[config.mk]
export PLATFORM = sky130hd
export DESIGN_NAME = mode_counter
export DESIGN_NICKNAME = d
export VERILOG_FILES = /design/src/rtl/mode_counter_pkg.sv /design/src/rtl/mode_counter_prescaler.sv /design/src/rtl/mode_counter.sv
export SDC_FILE = /design/constraint.sdc
export NUM_CORES = 1
export LEC_CHECK = 0
export ABC_CLOCK_PERIOD_IN_PS = 3100
export CAP_MARGIN = 20
export CORE_ASPECT_RATIO = 0.75
export CORE_MARGIN = 3
export CORE_UTILIZATION = 23
export DETAILED_ROUTE_END_ITERATION = 16
export DONT_BUFFER_PORTS = 1
export PLACE_DENSITY_LB_ADDON = 0.3
export SLEW_MARGIN = 20
export SYNTH_ARGS = -nofsm -noshare
export SYNTH_HDL_FRONTEND = slang
export SYNTH_HIERARCHICAL = 1
export SYNTH_SLANG_ARGS = --single-unit
[constraint.sdc]
create_clock -name clk -period 3.1 [get_ports clk]
set_clock_uncertainty 0.1 [all_clocks]
set_input_delay 0.62 -clock clk [delete_from_list [all_inputs] [get_ports clk]]
set_output_delay 0.62 -clock clk [all_outputs]
set_load 0.02 [all_outputs]
[src/rtl/mode_counter_pkg.sv]
// Shared defaults and boundary-mode encodings for the mode_counter block.
// Also holds the prescaler width helper so top and sub-module agree on sizing.
package mode_counter_pkg;

  localparam int DEFAULT_WIDTH      = 16;
  localparam int DEFAULT_MAX_AMOUNT = 69;
  localparam int DEFAULT_PRESCALE   = 1;

  // SATURATE encodings: wrap around at the limits, or hold at them
  localparam int SAT_WRAP = 0;
  localparam int SAT_HOLD = 1;

  function automatic int presc_width(input int prescale);
    return (prescale <= 2) ? 1 : $clog2(prescale);
  endfunction

endpackage

[src/rtl/mode_counter_prescaler.sv]
// Enabled-cycle divider: tick is combinational, high on the enabled cycle ending each
// PRESCALE-long group. No backpressure; restart zeroes the phase and outranks enable.
module mode_counter_prescaler
  import mode_counter_pkg::*;
#(
  parameter int PRESCALE = DEFAULT_PRESCALE
) (
  input  logic clk,
  input  logic reset,
  input  logic enable,
  input  logic restart,
  output logic tick
);

  localparam int            PW   = presc_width(PRESCALE);
  localparam logic [PW-1:0] LAST = PW'(PRESCALE - 1);

  logic [PW-1:0] phase;

  assign tick = enable && (phase == LAST);

  always_ff @(posedge clk) begin
    if (reset || restart) begin
      phase <= '0;
    end else if (enable) begin
      phase <= tick ? '0 : phase + PW'(1);
    end
  end

endmodule

[src/rtl/mode_counter.sv]
// Up/down bounded counter with prescaler, load, wrap/saturate mode and boundary flags.
// count updates on the edge ending a qualifying cycle (1-cycle latency); no backpressure.
module mode_counter
  import mode_counter_pkg::*;
#(
  parameter int WIDTH      = DEFAULT_WIDTH,
  parameter int MAX_AMOUNT = DEFAULT_MAX_AMOUNT,
  parameter int PRESCALE   = DEFAULT_PRESCALE,
  parameter int SATURATE   = SAT_WRAP
) (
  input  logic             clk,
  input  logic             reset,
  input  logic             enable,
  input  logic             up,
  input  logic             load,
  input  logic [WIDTH-1:0] load_value,
  input  logic             clear_flag,
  output logic [WIDTH-1:0] count,
  output logic             at_max,
  output logic             at_zero,
  output logic             wrap_pulse,
  output logic             overflow_sticky
);

  localparam logic [WIDTH-1:0] MAX_W = WIDTH'(MAX_AMOUNT);
  localparam bit               HOLD  = (SATURATE == SAT_HOLD);

  generate
    if (!(MAX_AMOUNT >= 1 && longint'(MAX_AMOUNT) < (longint'(1) << WIDTH) &&
          PRESCALE >= 1 && (SATURATE == SAT_WRAP || SATURATE == SAT_HOLD))) begin : g_bad_params
      $error("mode_counter: illegal WIDTH/MAX_AMOUNT/PRESCALE/SATURATE combination");
    end
  endgenerate

  logic             tick;
  logic             step;
  logic             boundary;
  logic [WIDTH-1:0] count_nxt;

  // load restarts the prescaler so a fresh value always gets a full PRESCALE period
  mode_counter_prescaler #(
    .PRESCALE(PRESCALE)
  ) u_prescaler (
    .clk     (clk),
    .reset   (reset),
    .enable  (enable),
    .restart (load),
    .tick    (tick)
  );

  always_comb begin
    step      = tick && !load;
    boundary  = step && (up ? (count == MAX_W) : (count == '0));
    count_nxt = count;
    if (load) begin
      count_nxt = (load_value > MAX_W) ? MAX_W : load_value;
    end else if (step) begin
      if (up) begin
        count_nxt = (count == MAX_W) ? (HOLD ? count : '0) : count + WIDTH'(1);
      end else begin
        count_nxt = (count == '0) ? (HOLD ? count : MAX_W) : count - WIDTH'(1);
      end
    end
  end

  always_ff @(posedge clk) begin
    if (reset) begin
      count           <= '0;
      wrap_pulse      <= 1'b0;
      overflow_sticky <= 1'b0;
    end else begin
      count      <= count_nxt;
      wrap_pulse <= boundary;
      // a new event beats a simultaneous clear
      if (boundary) begin
        overflow_sticky <= 1'b1;
      end else if (clear_flag) begin
        overflow_sticky <= 1'b0;
      end
    end
  end

  assign at_max  = (count == MAX_W);
  assign at_zero = (count == '0);

  a_count_range: assert property (@(posedge clk) count <= MAX_W);
  a_wrap_cause:  assert property (@(posedge clk) disable iff (reset) wrap_pulse |-> $past(boundary));

endmodule
Word level (Yosys, flattened, before mapping):

Cells that the tools add are included.

* flip-flop bits (word level): 19
* input port bits: 22
* output and inout bits: 20
* logic and storage cells: 28

* add/sub/neg operators: 3
* magnitude comparators: 1
* eq/ne operators: 1
* multiplexer cells: 10
* bitwise operators: 1
* reductions and logical operators: 8

Operators with widths (count)
* two-way mux 16 bit: 6
* adder 16 x 1 -> 16 bit (second input constant): 1
* equality test 16 x 7 -> 1 bit (second input constant): 1
* greater-than comparator 16 x 7 -> 1 bit (second input constant): 1
* logical NOT 16 bit: 1
* subtractor 16 x 1 -> 16 bit (second input constant): 1
* two-way mux 1 bit: 4
* nonzero test 2 bit: 2
* logical AND 1 bit: 3
* adder 1 bit (second input constant): 1
* logical NOT 1 bit: 1
* logical OR 1 bit: 1
* inverter 1 bit: 1

Longest topological paths before layout:

* word-level depth: 5
* gate-level depth with buffers: 9
* mapped depth without buffers: 7

Modules after synthesis:

The synthesis kept the hierarchy.

Modules (own cells, without submodules)
* mode_counter: times used 1, cells an instance 211, area each 1629.1 µm², sequential area each 360.3 µm²
* mode_counter_prescaler: times used 1, cells an instance 3, area each 41.3 µm², sequential area each 20.0 µm²

Least setup slack after synthesis:

Ideal clock, no wire load.

* kind: register to output
* from: reg count[9]
* to: out at_zero
* arrival time: 1909 ps
* data required time: 2380 ps
* path slack: 471 ps
* stages on the path, launching flop included: 5
* cells stage by stage: dfxtp_1 -> buf_6 -> or4_4 -> or3_2 -> nor2_1

* longest elaborated chain between the ends: 1

RTL lines
* from (decl): line mode_counter.sv:18 `output logic [WIDTH-1:0] count,`
* from (signal assigned): line mode_counter.sv:72 `count <= count_nxt;`
* logical NOT 16 bit: line mode_counter.sv:84 `assign at_zero = (count == '0);`
* to (decl): line mode_counter.sv:20 `output logic at_zero,`

No other way between the ends.

Worst setup path in the final report:

* from: reg count[8]
* to: out at_zero

The elaborated chain is that of the path after synthesis.

==> impl_metrics.tcl <==
set metrics [dict create \
    status "finished clean" \
    vias 1750 \
    p_seq_share_pct 35.9 \
    p_int_w 0.000548 \
    holdPathStages 1 \
    synth_edf_count 0 \
    port_buffers 0 \
    drt-total-wl_um 5600 \
    seq_area_frac_synth_pct 22.8 \
    grt_pass1_vias 1676 \
    syn_to_final_growth_pct 12.9 \
    nNetsFinal 246 \
    ys_ff_latch 19 \
    slew-limit-headroom_pct 49.4 \
    cts-root-buf "clkbuf_8" \
    rows 26 \
    instances_no_fill 317 \
    viasPerCell 5.52 \
    tightest_slew_ns 0.754 \
    place_area_sq_mm 0.00184 \
    cts_made_buffers 3 \
    startpoint_type "flop" \
    layout-drive-gt1-share_pct 18.7 \
    cts_tree "yes" \
    routedWlPerCell_um 17.7 \
    grt_pass1_wl_um 9160 \
    fin_crit_sh_pct 93.0 \
    htreeDepth 1 \
    ir_drop_v 0.000264 \
    crit-reg2reg-capture "count[12]" \
    synth_nets 240 \
    cts.sinks 19 \
    hold_class "in -> reg" \
    critical_path_peak_fanout 10 \
    syn_avg_cell_area_sq_um 7.81 \
    drt_first_pass_iters 4 \
    p_per_area_mw_per_mm2 520 \
    insertion_delay_ns 0.26 \
    ys.flop_type "dfxtp_1" \
    core_area_sq_mm 0.00693 \
    fmax_mhz 347 \
    slew_viol_final 0 \
    overflow 0 \
    clk_pin_slew_worst_paths_ns 0.08 \
    post-route-min-period_ns 2.88 \
    antenna_found_initial 0 \
    cts_hold_buffers 0 \
    p_switching_w 0.000432 \
    reg2reg_setup_slack_ns 0.50 \
    hp-start "enable" \
    die_x_um 104 \
    route.detailed.drc 0 \
    rsz0062_at_grt "no" \
    clkPwrFrac_pct 18.5 \
    gp_congestion 0.779 \
    ys_warn_count 6 \
    track_usage_pct 13.7 \
    arrival_ns 2.16 \
    finalHoldViolations 0 \
    p_sw_share_pct 44.1 \
    combinationalPowerShare_pct 45.6 \
    cts_buffer_depth 2 \
    finalInstanceArea_sq_mm 0.00189 \
    endpoint_kind "output pin" \
    async_flop_share_pct 0 \
    crit_type "reg -> out" \
    cts_setup_buffers 0 \
    die_h_um 79.8 \
    dp_hpwl_um 4240 \
    hold_end "u_prescaler/phase" \
    synth_cell_types 65 \
    maxCapViolCount 0 \
    synth_cells 214 \
    cp_data_required_time_ns 2.38 \
    initialDrtViolationCount 184 \
    grt_max_degree 16 \
    reg2reg_depth 7 \
    ctsResizeCount 0 \
    dp_cells 313 \
    initial_core_util_pct 24.1 \
    detail-route-antenna-nets 0 \
    pin_count 42 \
    finalSetupTns_ns 0 \
    synth_area_sq_mm 0.00167 \
    power.leakage_nw 0.646 \
    die-area_sq_mm 0.00833 \
    setup_viol 0 \
    antenna_cells 0 \
    timing.rr.start "count[0]" \
]
## power by group through the flow
stage | Clock, W | Sequential, W | Combinational (W)
after global routing | 0.000204 | 0.000356 | 0.000489
after floorplan | 0 | 0.000369 | 0.000309
after detailed placement | 0 | 0.000356 | 0.000441
after CTS | 0.000192 | 0.000350 | 0.000444
final | 0.000181 | 0.000352 | 0.000447
after global placement | 0 | 0.000356 | 0.000438
## cells in the mapped netlist, types with 4 or more instances
cell / count / share of area, %
nor4_1: 8 / 3.0
nor3_1: 12 / 3.6
or3_1: 4 / 1.5
or4_4: 4 / 2.7
clkbuf_1: 8 / 1.8
ha_1: 4 / 3.0
nand3_1: 5 / 1.5
nand2_1: 18 / 4.0
and3_1: 6 / 2.2
inv_1: 6 / 1.3
a221oi_1: 4 / 2.1
dfxtp_1: 19 / 23
nor2_1: 15 / 3.4
nor2b_1: 5 / 1.9
o21ai_0: 5 / 1.5
a21oi_1: 11 / 3.3
## worst max path at each step
stage | cells after the start | slack [ns] | startpoint | to
floorplan | 4 | 0.47 | count[9] | at_zero
global placement | 3 | 0.51 | count[8] | at_zero
detailed placement | 3 | 0.50 | count[8] | at_zero
CTS | 3 | 0.19 | count[8] | at_zero
global route | 3 | 0.14 | count[8] | at_zero
finish | 3 | 0.22 | count[8] | at_zero
## kinds of logic after synthesis
| kind of cell | synth area share (%) |
|---|---|
| adder cells (fa/ha/maj) | 3.00 |
| flip-flops | 22.8 |
| AO/OA/AOI/OAI | 29.8 |
| multiplexers | 0.599 |
| buffers and inverters | 6.44 |
| XOR/XNOR | 1.57 |
| AND/OR/NAND/NOR | 35.8 |
## cell usage in the layout (no fill, tap or decap), types with 4 or more instances in the layout
master / synthesis / layout
a21oi_1: 11 / 11
a221oi_1: 4 / 4
and3_1: 6 / 6
buf_4: 1 / 17
dfxtp_1: 19 / 19
ha_1: 4 / 4
inv_1: 6 / 6
nand2_1: 18 / 18
nand3_1: 5 / 5
nor2_1: 15 / 15
nor2b_1: 5 / 5
nor3_1: 12 / 12
nor4_1: 8 / 8
o21ai_0: 5 / 5
or3_1: 4 / 4
or4_4: 4 / 4
## metal layers
metal | global-route usage [%] | wire length, um | part of all wire (%) | up-vias
met5 | 0 | 0 | 0 | -
met4 | 3.19 | 61 | 1.1 | 0
met3 | 3.88 | 538 | 9.6 | 7
met2 | 19.2 | 2250 | 40 | 82
met1 | 20.3 | 2760 | 49 | 813
li1 | - | - | - | 848
## state kept, by name, indices dropped and copies added (netlist names)
register           count
count                 16
overflow_sticky        1
u_prescaler/phase      1
wrap_pulse             1
## through the flow
stage | setup slack (ns) | hold WS (ns) | power, W | util (%)
4_1_cts | 0.190 | 0.302 | 0.000986 | 27.2
2_1_floorplan | 0.471 | 0.374 | 0.000678 | -
3_5_place_dp | 0.495 | 0.381 | 0.000796 | 26.5
5_1_grt | 0.138 | 0.297 | 0.00105 | 27.2
3_3_place_gp | 0.509 | 0.377 | 0.000794 | 26.5
6_report | 0.217 | 0.312 | 0.000980 | 27.2
## worst max-delay path, stage by stage (launching register included)
cell	delay, ns
dfxtp_1	0.48
or4_4	0.54
or3_2	0.52
nor2_1	0.36
## final cells by class
type                            count  area, sq um
Sequential cell                    19          380
Clock buffer                        3         41.3
Clock inverter                      1         5.00
Inverter                            7         26.3
Timing Repair Buffer               17          128
Tap cell                           98          123
Multi-Input combinational cell    172         1180
Fill cell                         763         5040
No activity file was read; power rests on OpenSTA's default activity.
